`src/rtl/ship_missile_ctrl_if.sv`:
```
// Bundles the key/vsync inputs and the ship/missile pool state that
// ship_missile_ctrl publishes to the video generator.
interface ship_missile_ctrl_if #(
  parameter int NMIS = 4
);
  logic                 vsync;
  logic                 keyleft;
  logic                 keyright;
  logic                 keyfire;
  logic [9:0]           ship_x;
  logic [NMIS-1:0]      missile_valid;
  logic [10*NMIS-1:0]   missile_x;
  logic [10*NMIS-1:0]   missile_y;
  logic                 busy;

  modport master (
    output vsync, keyleft, keyright, keyfire,
    input  ship_x, missile_valid, missile_x, missile_y, busy
  );

  modport slave (
    input  vsync, keyleft, keyright, keyfire,
    output ship_x, missile_valid, missile_x, missile_y, busy
  );
endinterface

```
`src/rtl/ship_missile_ctrl.sv`:
```
// Per-frame scheduler: on each vsync falling edge it moves the ship, ages the
// missile pool one slot per cycle, then tries to launch a missile.
module ship_missile_ctrl #(
  parameter int NMIS      = 4,
  parameter int SHIP_X0   = 315,
  parameter int SHIP_W    = 11,
  parameter int SHIP_Y    = 460,
  parameter int HACTIVE   = 640,
  parameter int SHIP_STEP = 2,
  parameter int MIS_STEP  = 4,
  parameter int MIS_LEN   = 4,
  parameter int COOLDOWN  = 8
) (
  input  logic                clk,
  input  logic                reset,
  ship_missile_ctrl_if.slave  bus
);

  typedef enum logic [1:0] {IDLE, SHIP, MIS, FIRE} state_e;

  localparam int              IDXW     = (NMIS > 1) ? $clog2(NMIS) : 1;
  localparam logic [IDXW-1:0] IDX_LAST = IDXW'(NMIS - 1);
  localparam logic [9:0]      SHIP_MAX = 10'(HACTIVE - SHIP_W);
  localparam logic [9:0]      SHIP_RST = 10'(SHIP_X0);
  localparam logic [9:0]      STEP_S   = 10'(SHIP_STEP);
  localparam logic [9:0]      STEP_M   = 10'(MIS_STEP);
  localparam logic [9:0]      LAUNCH_Y = 10'(SHIP_Y - MIS_LEN);
  localparam logic [9:0]      HALF_W   = 10'(SHIP_W / 2);
  localparam logic [7:0]      CD_INIT  = 8'(COOLDOWN);

  state_e          state_q, state_d;
  logic            vsync_q;
  logic            kl_q, kl_d, kr_q, kr_d, kf_q, kf_d;
  logic [IDXW-1:0] idx_q, idx_d;
  logic [9:0]      shipX_q, shipX_d;
  logic [NMIS-1:0] valid_q, valid_d;
  logic [9:0]      misX_q [NMIS];
  logic [9:0]      misX_d [NMIS];
  logic [9:0]      misY_q [NMIS];
  logic [9:0]      misY_d [NMIS];
  logic [7:0]      cd_q, cd_d;
  logic [10:0]     shipSum;
  logic            tick;
  logic            freeFound;
  logic [IDXW-1:0] freeIdx;

  assign tick = vsync_q & ~bus.vsync;

  // Lowest-index empty slot is the launch target.
  always_comb begin
    freeFound = 1'b0;
    freeIdx   = '0;
    for (int i = NMIS - 1; i >= 0; i--) begin
      if (!valid_q[i]) begin
        freeFound = 1'b1;
        freeIdx   = IDXW'(i);
      end
    end
  end

  always_ff @(posedge clk) begin
    if (reset) state_q <= IDLE;
    else       state_q <= state_d;
  end

  always_comb begin
    state_d = state_q;
    idx_d   = idx_q;
    kl_d    = kl_q;
    kr_d    = kr_q;
    kf_d    = kf_q;
    shipX_d = shipX_q;
    valid_d = valid_q;
    misX_d  = misX_q;
    misY_d  = misY_q;
    cd_d    = cd_q;
    shipSum = {1'b0, shipX_q} + {1'b0, STEP_S};
    unique case (state_q)
      IDLE: begin
        if (tick) begin
          kl_d    = bus.keyleft;
          kr_d    = bus.keyright;
          kf_d    = bus.keyfire;
          state_d = SHIP;
        end
      end
      SHIP: begin
        if (kr_q && !kl_q)
          shipX_d = (shipSum > {1'b0, SHIP_MAX}) ? SHIP_MAX : shipSum[9:0];
        else if (kl_q && !kr_q)
          shipX_d = (shipX_q < STEP_S) ? 10'd0 : shipX_q - STEP_S;
        idx_d   = '0;
        state_d = MIS;
      end
      MIS: begin
        if (valid_q[idx_q]) begin
          if (misY_q[idx_q] < STEP_M) valid_d[idx_q] = 1'b0;
          else                        misY_d[idx_q]  = misY_q[idx_q] - STEP_M;
        end
        if (idx_q == IDX_LAST) begin
          idx_d   = '0;
          state_d = FIRE;
        end else begin
          idx_d = idx_q + 1'b1;
        end
      end
      FIRE: begin
        // shipX_q already holds this frame's moved position here.
        if (kf_q && (cd_q == 8'd0) && freeFound) begin
          valid_d[freeIdx] = 1'b1;
          misX_d[freeIdx]  = shipX_q + HALF_W;
          misY_d[freeIdx]  = LAUNCH_Y;
          cd_d             = CD_INIT;
        end else if (cd_q != 8'd0) begin
          cd_d = cd_q - 8'd1;
        end
        state_d = IDLE;
      end
      default: state_d = IDLE;
    endcase
  end

  always_ff @(posedge clk) begin
    if (reset) begin
      vsync_q <= 1'b1;
      kl_q    <= 1'b0;
      kr_q    <= 1'b0;
      kf_q    <= 1'b0;
      idx_q   <= '0;
      shipX_q <= SHIP_RST;
      valid_q <= '0;
      misX_q  <= '{default: '0};
      misY_q  <= '{default: '0};
      cd_q    <= '0;
    end else begin
      vsync_q <= bus.vsync;
      kl_q    <= kl_d;
      kr_q    <= kr_d;
      kf_q    <= kf_d;
      idx_q   <= idx_d;
      shipX_q <= shipX_d;
      valid_q <= valid_d;
      misX_q  <= misX_d;
      misY_q  <= misY_d;
      cd_q    <= cd_d;
    end
  end

  assign bus.ship_x        = shipX_q;
  assign bus.missile_valid = valid_q;
  assign bus.busy          = (state_q != IDLE);

  for (genvar g = 0; g < NMIS; g++) begin : g_pack
    assign bus.missile_x[10*g +: 10] = misX_q[g];
    assign bus.missile_y[10*g +: 10] = misY_q[g];
  end

endmodule

```
`src/flat_wrapper.sv`:
```
// flat-port wrapper written by rule: the top's interface ports become plain ports
module ship_missile_ctrl_flat 
#(
  parameter int NMIS      = 4,
  parameter int SHIP_X0   = 315,
  parameter int SHIP_W    = 11,
  parameter int SHIP_Y    = 460,
  parameter int HACTIVE   = 640,
  parameter int SHIP_STEP = 2,
  parameter int MIS_STEP  = 4,
  parameter int MIS_LEN   = 4,
  parameter int COOLDOWN  = 8
)
  (clk, reset, bus_vsync, bus_keyleft, bus_keyright, bus_keyfire, bus_ship_x, bus_missile_valid, bus_missile_x, bus_missile_y, bus_busy);
  ship_missile_ctrl_if #(.NMIS(NMIS)) bus_i ();
  input  logic clk;
  input  logic reset;
  input wire logic [$bits(bus_i.vsync)-1:0] bus_vsync;
  input wire logic [$bits(bus_i.keyleft)-1:0] bus_keyleft;
  input wire logic [$bits(bus_i.keyright)-1:0] bus_keyright;
  input wire logic [$bits(bus_i.keyfire)-1:0] bus_keyfire;
  output wire logic [$bits(bus_i.ship_x)-1:0] bus_ship_x;
  output wire logic [$bits(bus_i.missile_valid)-1:0] bus_missile_valid;
  output wire logic [$bits(bus_i.missile_x)-1:0] bus_missile_x;
  output wire logic [$bits(bus_i.missile_y)-1:0] bus_missile_y;
  output wire logic [$bits(bus_i.busy)-1:0] bus_busy;
  assign bus_i.vsync = bus_vsync;
  assign bus_i.keyleft = bus_keyleft;
  assign bus_i.keyright = bus_keyright;
  assign bus_i.keyfire = bus_keyfire;
  assign bus_ship_x = bus_i.ship_x;
  assign bus_missile_valid = bus_i.missile_valid;
  assign bus_missile_x = bus_i.missile_x;
  assign bus_missile_y = bus_i.missile_y;
  assign bus_busy = bus_i.busy;
  ship_missile_ctrl #(.NMIS(NMIS), .SHIP_X0(SHIP_X0), .SHIP_W(SHIP_W), .SHIP_Y(SHIP_Y), .HACTIVE(HACTIVE), .SHIP_STEP(SHIP_STEP), .MIS_STEP(MIS_STEP), .MIS_LEN(MIS_LEN), .COOLDOWN(COOLDOWN)) u_core (.clk(clk), .reset(reset), .bus(bus_i));
endmodule
```
`config.mk`:
```
export PLATFORM = sky130hd
export DESIGN_NAME = ship_missile_ctrl_flat
export DESIGN_NICKNAME = d
export VERILOG_FILES = /design/src/rtl/ship_missile_ctrl_if.sv /design/src/rtl/ship_missile_ctrl.sv /design/src/flat_wrapper.sv
export SDC_FILE = /design/constraint.sdc
export NUM_CORES = 1
export LEC_CHECK = 0
export CAP_MARGIN = 20
export CORE_UTILIZATION = 45
export DETAILED_ROUTE_END_ITERATION = 12
export PLACE_DENSITY = 0.79
export SLEW_MARGIN = 25
export SYNTH_ARGS = -nofsm -noshare
export SYNTH_HDL_FRONTEND = slang
export SYNTH_SLANG_ARGS = --single-unit
```
`constraint.sdc`:
```
create_clock -name clk -period 3.4 [get_ports clk]
set_input_delay 0.34 -clock clk [delete_from_list [all_inputs] [get_ports clk]]
set_output_delay 0.34 -clock clk [all_outputs]
set_load 0.01 [all_outputs]
```
* Word level (Yosys, flattened, before mapping)
Cells that the tools add are included.
** Storage, ports and cells
- Register bits after elaboration :: 110
- Output and inout port bits :: 95
** Operators by class
- Bitwise operators :: 10
- Reduce and logical (&&, ||, !) cells :: 25
- Mux-type cells :: 42
- $add $sub $neg :: 6
- Equality and inequality tests :: 10
- Magnitude comparators :: 11
** Operators with widths (count)
- $mux W40 :: 3
- $bwmux W40 :: 2
- $mux W10 :: 8
- $pmux W40 S2 :: 1
- $demux W10 S2 :: 2
- $and A24 B24 Y24 :: 1
- $not A24 Y24 :: 1
- $bmux W10 S2 :: 1
- $mux W8 :: 2
- $or A16 B16 Y16 :: 1
- $mux W2 :: 7
- $mux W4 :: 3
- $add A10 B2 Y11 const B :: 1
- $gt A11 B10 Y1 const B :: 1
- $add A10 B3 Y10 const B :: 1
- $lt A10 B2 Y1 const B :: 1
- $lt A10 B3 Y1 const B :: 1
- $ne A2 B1 Y1 const B :: 5
- $reduce_and A2 Y1 :: 5
- $reduce_bool A2 Y1 :: 5
- $sub A10 B2 Y10 const B :: 1
- $sub A10 B3 Y10 const B :: 1
- $logic_and A1 B1 Y1 :: 8
- $logic_not A8 Y1 :: 1
- 25 further kinds :: 41

* Longest topological paths before layout
- Word-level depth :: 13
- Depth in mapped cells :: 12

* Worst setup path after synthesis
OpenSTA, ideal clock, no wires.
- Path type :: register -> register
- From :: register u_core.idx_q[0]
- To :: register u_core.misY_q, in the netlist u_core.bus.missile_y[8]
- Required time :: 3305 ps
- Path buffers :: 2
- Path slack :: 929 ps
- Cell stages (with the launch flop) :: 11
- Period minus slack after synthesis :: 2471 ps
- Arrival :: 2375 ps
- Cells stage by stage :: dfxtp_1 buf_6 buf_12 mux4_2 inv_1 ha_1 inv_1 or3_1 nor3_2 xnor2_1 a221oi_1
** On the way
- Cells in the longest elaborated chain, start to end :: 9
- Elaborated cells on any way between the ends :: 20
- Classes of those cells :: add/sub: 1; order compare: 3; eq/ne: 2; mux: 11; bitwise: 1; reduce/logical: 2
** Ends and longest elaborated chain
- from (decl) :: RTL line ship_missile_ctrl.sv:34 : logic [IDXW-1:0] idx_q, idx_d;
- from (signal assigned) :: RTL line ship_missile_ctrl.sv:140 : idx_q <= idx_d;
- $not A2 Y3 (implied by the code) :: RTL line ship_missile_ctrl.sv:97, ship_missile_ctrl.sv:98
- $bmux W10 S2 (tied with other cells) :: RTL line ship_missile_ctrl.sv:97, ship_missile_ctrl.sv:98
- $mux W10 (implied by the code) or $logic_and A1 B1 Y1 (tied branches) :: RTL line ship_missile_ctrl.sv:97, ship_missile_ctrl.sv:98
- $mux W10, on equally long branches :: RTL line ship_missile_ctrl.sv:97, ship_missile_ctrl.sv:98
- $sub A10 B3 Y10 or $demux W10 S2 (tied branches) :: RTL line ship_missile_ctrl.sv:98 : else misY_d[idx_q] = misY_q[idx_q] - STEP_M;
- $bwmux W40 :: RTL line ship_missile_ctrl.sv:98
- $mux W40 :: RTL line ship_missile_ctrl.sv:97 : if (misY_q[idx_q] < STEP_M) valid_d[idx_q] = 1'b0;
- $mux W40 :: RTL line ship_missile_ctrl.sv:96 : if (valid_q[idx_q]) begin
- $pmux W40 S2 :: RTL line ship_missile_ctrl.sv:78 : unique case (state_q)
- to (signal assigned) :: RTL line ship_missile_ctrl.sv:144 : misY_q <= misY_d;
- to (decl) :: RTL line ship_missile_ctrl.sv:39 : logic [9:0] misY_q [NMIS];
Parallel ways exist; a longest one is shown, timed or not. The select of a mux whose other input is x is not followed.
A chain may end at the register's enable or synchronous reset.

* Worst setup path after layout
- From :: register u_core.idx_q[0]
- To :: register u_core.misY_q, in the netlist u_core.bus.missile_y[26]
The elaborated chain is that of the path after synthesis.

==> reports/qor.txt <==
status - complete, no violations
Tcrit/Tclk final - 87.82%
Pre-Repair DR Iteration Count - 5
Post-synth EDFFs - 0
Final Hold Slack - 0.4973 ns
Initial Util - 46.93%
Max-slew headroom - 33.77%
Final setup viols - 0
clk root buf - clkbuf_16
gp weighted congestion - 0.9155
H-tree Lvls - 3
syn_area_per_cell - 8.749 µm²
initial antenna violation count - 0
Post-Route WL - 16.09 mm
max-slew violation count - 0
Mapped Cells - 655
most common cell after layout, fill and taps aside - dfxtp_1
Worst Setup Start Kind - flop
worst-case clock buffer depth - 2
Worst Path Class, Setup - reg2reg
leading area contributor after synthesis - dfxtp_1
Peak Freq - 334.9 MHz
Seq/Total Area, Yosys - 38.43%
die footprint - 13190 µm²
max-cap violations - 0
DRT iter0 DRCs - 599
Die W - 114.8 µm
Synth area leaders - dfxtp_1, nor2_1, a211oi_1
CP Data Required Time - 3.65 ns
non-filler cells, final - 895
synth unique cells - 69
CP Max Fanout - 26
Yosys reg bits - 110
die height - 114.8 µm
Pwr Density - 483.0 nW/µm²
total negative slack - 0 ns
routed length per instance - 17.98 µm
GRT Residual Overflow - 0
Setup crit end kind - flop
CTS tree - built
Synth Warn # - 0
Crit path arrival time - 3.23 ns
ys flop type - dfxtp_1
TritonCTS Buffers - 9
Layout area overhead - 23.28%
Worst Hold Class - reg2reg
final core utilization - 57.85%
Vias/cell - 6.026
Worst Tran Pin Value - 0.9914 ns
Power, Total - 3.412 mW
first-pass GRT wire length - 25.65 mm
Clock Sink Count - 110
Final Hold Viols - 0
detailed-route via count - 5393
# IOs - 101
Nets - 746
diode count - 0
Synth top area share - 38.43%
dpl hpwl - 11.47 mm
Setup Skew - 0.008243 ns
Leak - 2.357 nW
Port Buffers - 100
Tmin final - 2.986 ns
worst skew pair latency - 0.35 ns
post-synth net total - 678
Syn Std Cell Area - 5730 µm²
RSZ-0062 raised after global routing - no
placed cells - 880
most frequent cells in the layout - dfxtp_1, clkdlybuf4s50_1, nor2_1, a21oi_1, nand3_1
PostCTS Resize Cnt - 0
CORE AREA - 12210 µm²
Reg clk slew, reported paths - 0.07 ns
largest net degree at the start of global routing - 61
hold-fix buffers at CTS - 0
# DRC - 0
Detail Route Antenna Nets - 0
Std-Cell Rows - 40
Setup Buffers After CTS - 0
share of cells above drive strength 1 - 7.840%
fraction of registers with async set/reset - 0%
vias in the first global route - 4984
Total GRT Usage - 24.71%
Max VDD drop - 0.3901 mV
## Yosys cell counts, types with 12 or more instances
| library cell | n |
|---|---|
| a211oi_1 | 34 |
| a21oi_1 | 45 |
| buf_2 | 12 |
| clkbuf_1 | 32 |
| dfxtp_1 | 110 |
| ha_1 | 17 |
| inv_1 | 32 |
| mux2i_1 | 17 |
| nand2_1 | 18 |
| nand3_1 | 44 |
| nor2_1 | 76 |
| o21ai_0 | 23 |
| o21ai_1 | 18 |
## where the power goes
part	internal, mW	switching [mW]	leakage (nW)
registers	1.33	0.0656	0.887
clock network	0.626	0.458	0.151
logic	0.331	0.599	1.32
## worst paths after layout
check	from	to	slack (ns)	cells after the start
setup / recovery	u_core.idx_q[0]	u_core.bus.missile_y[26]	0.41	9
hold / removal	u_core.bus.missile_x[17]	u_core.bus.missile_x[17]	0.50	2
setup reg to reg	u_core.idx_q[0]	u_core.bus.missile_y[26]	0.41	9
hold reg to reg	u_core.bus.missile_x[17]	u_core.bus.missile_x[17]	0.50	2
## through the flow
step	cell area (µm²)	worst slack, ns
global route	7064	0.1837
detailed placement	6750	0.3399
global placement	6750	0.4852
CTS	7059	0.3319
finish	7064	0.4142
floorplan	5731	0.9292
## critical path: stages, from the launching register on
cell	delay (ns)
dfxtp_1	0.66
mux4_2	0.64
inv_1	0.12
ha_1	0.19
inv_1	0.09
nor3_1	0.29
and3_1	0.20
buf_4	0.27
nor2_1	0.14
a221oi_1	0.28
## cell families (layout without fill, tap and decap cells)
| family | count (synthesis) | after routing | share of synthesized area, % |
|---|---|---|---|
| AOI/OAI and AO/OA | 178 | 178 | 20.41 |
| adders and majority gates | 17 | 17 | 3.712 |
| DFF | 110 | 110 | 38.43 |
| xor gates and xnor gates | 21 | 21 | 3.209 |
| and+or+nand+nor | 216 | 216 | 20.24 |
| muxes | 29 | 29 | 7.554 |
| buffers and inverters | 84 | 156 | 6.441 |
## per-layer routing
| layer | global-route usage, % | part of all wire [%] |
|---|---|---|
| met2 | 39.28 | 46 |
| met5 | 0 | 0 |
| met4 | 9.610 | 2.6 |
| met3 | 4.902 | 8.7 |
| met1 | 33.10 | 43 |
## layout make-up
class | instances | area [µm²]
timing repair buffer | 107 | 1051
clock inverter | 3 | 42.54
inverter | 34 | 127.6
tap | 168 | 210.2
clock buffer | 12 | 266.5
fill | 1118 | 5147
multi-input combinational | 461 | 3164
sequential | 110 | 2202
## registers in the layout, summed over array words and instances, names as in the netlist
| register | cells |
|---|---|
| u_core.kl_q | 1 |
| u_core.state_q | 2 |
| u_core.kr_q | 1 |
| u_core.idx_q | 2 |
| u_core.vsync_q | 1 |
| u_core.bus.missile_x | 40 |
| u_core.bus.missile_valid | 4 |
| u_core.cd_q | 8 |
| u_core.kf_q | 1 |
| u_core.bus.ship_x | 10 |
| u_core.bus.missile_y | 40 |
Note: power is estimated with default switching activity, not from simulation.
==> RTL change (same settings) <==
`NMIS` is set to 4 in 3 places; all go to 8.
--- a/src/rtl/ship_missile_ctrl_if.sv
+++ b/src/rtl/ship_missile_ctrl_if.sv
@@ -2,5 +2,5 @@
 // ship_missile_ctrl publishes to the video generator.
 interface ship_missile_ctrl_if #(
-  parameter int NMIS = 4
+  parameter int NMIS = 8
 );
   logic                 vsync;
--- a/src/rtl/ship_missile_ctrl.sv
+++ b/src/rtl/ship_missile_ctrl.sv
@@ -2,5 +2,5 @@
 // missile pool one slot per cycle, then tries to launch a missile.
 module ship_missile_ctrl #(
-  parameter int NMIS      = 4,
+  parameter int NMIS      = 8,
   parameter int SHIP_X0   = 315,
   parameter int SHIP_W    = 11,
--- a/src/flat_wrapper.sv
+++ b/src/flat_wrapper.sv
@@ -2,5 +2,5 @@
 module ship_missile_ctrl_flat 
 #(
-  parameter int NMIS      = 4,
+  parameter int NMIS      = 8,
   parameter int SHIP_X0   = 315,
   parameter int SHIP_W    = 11,
Interface: changed (resized bus_missile_valid, bus_missile_x and bus_missile_y); port bits go from 101 to 185. No check against the original RTL was run, so the function may have changed too.
==> RTL change against the unedited design <==
Worst setup slack got worse by 0.27 ns. Critical path depth unchanged. Final cell count grew 62%. Count of clock-buffer cells in the layout up 5. Sequential cell count up 85. Total power up 96%. Worst hold slack worse by 0.036 ns. Wire length grew 78%. Cell area grew 69%. Synthesized cell count up 51%. Die area increased by 56%. Synthesized area is 57% higher. Critical path type unchanged. Largest cell class unchanged. Highest routed layer unchanged.
==> RTL change: results (changes against the unedited design) <==
status completed; reg-to-reg endpoint u_core.bus.missile_y[56]; Pre-antenna DRT Iters 6 (+1); largest cells by area after synthesis dfxtp_1 (43%), a211oi_1 (7.7%), nor2_1 (5.4%); Clock Latency Late Sink 0.44 ns (+0.09 ns); pre-CTS setup slack 0.165 ns (-0.175 ns); worst-path fanout max 22 (-15%); largest net degree at the start of global routing 87 (+43%); M2 GR Usage 42.8% (+3.5 points); WL/cell 19.8 microns (+10%); cell count after placement 1,418 (+61%); P_leak 4.07 nW (+73%); CP max-delay cell nor2_1; min-delay src u_core.bus.missile_x[38]; gp weighted congestion 0.942 (+2.9%); delay-heaviest family, CP compound AO/OA/AOI/OAI gates; Hold Path End u_core.bus.missile_x[38]; Post-synth top cells dfxtp_1 (195), nor2_1 (129), a211oi_1 (92); measured slew at the worst slew-check pin 0.970 ns (-0.0211 ns); placed cell areas 0.0113 sq mm (+68%); number of global-route vias before repair 8,116 (+63%); Detailed Route WL 28,700 microns (+78%); Syn Area/Cell 9.13 sq um (+4.3%); met3 Track Usage GR 10.2% (+5.3 points); H-Tree Depth 4 (+1); CTS Buf Count 17 (+8); Distinct cells, synth 70 (+1.4%); Synthesized Nets 1,010 (+49%); Fin Hold WS 0.461 ns (-0.0360 ns); Clock power frac 32.5% (+0.7 points); layout cells sized above 1 11.7% (+3.9 points); Net Switching 2.39 mW (+110%); met2 wire length 12,500 microns (+69%); Tot GR Track Use 28.5% (+3.8 points); CP peak stage delay 0.59 ns (-0.07 ns)
RTL change: changes by cell type after synthesis, moves of 24 or more:
cell      delta
dfxtp_1     +85
a211oi_1    +58
nor2_1      +53
a22o_1      +42
nand3_1     -27
nand2_1     +26
mux2i_1     +24
RTL change: final cells by class:
class | count | area [sq um]
Fill cell | 1586 | 7630
Tap cell | 265 | 332
Timing Repair Buffer | 237 | 2250
Sequential cell | 195 | 3910
Clock inverter | 14 | 219
Clock buffer | 17 | 425
Multi-Input combinational cell | 699 | 4750
Inverter | 22 | 82.6
RTL change: logic make-up (layout without fill, tap and decap cells):
kind of cell | count (synthesis) | count (layout) | share of synthesized area (%)
simple gates | 305 | 305 | 16.8
compound gates | 302 | 302 | 24.1
flops | 195 | 195 | 43.3
buf+inv | 95 | 290 | 4.34
mux | 54 | 54 | 7.08
xor+xnor | 23 | 23 | 2.32
fa+ha+maj | 15 | 15 | 2.08
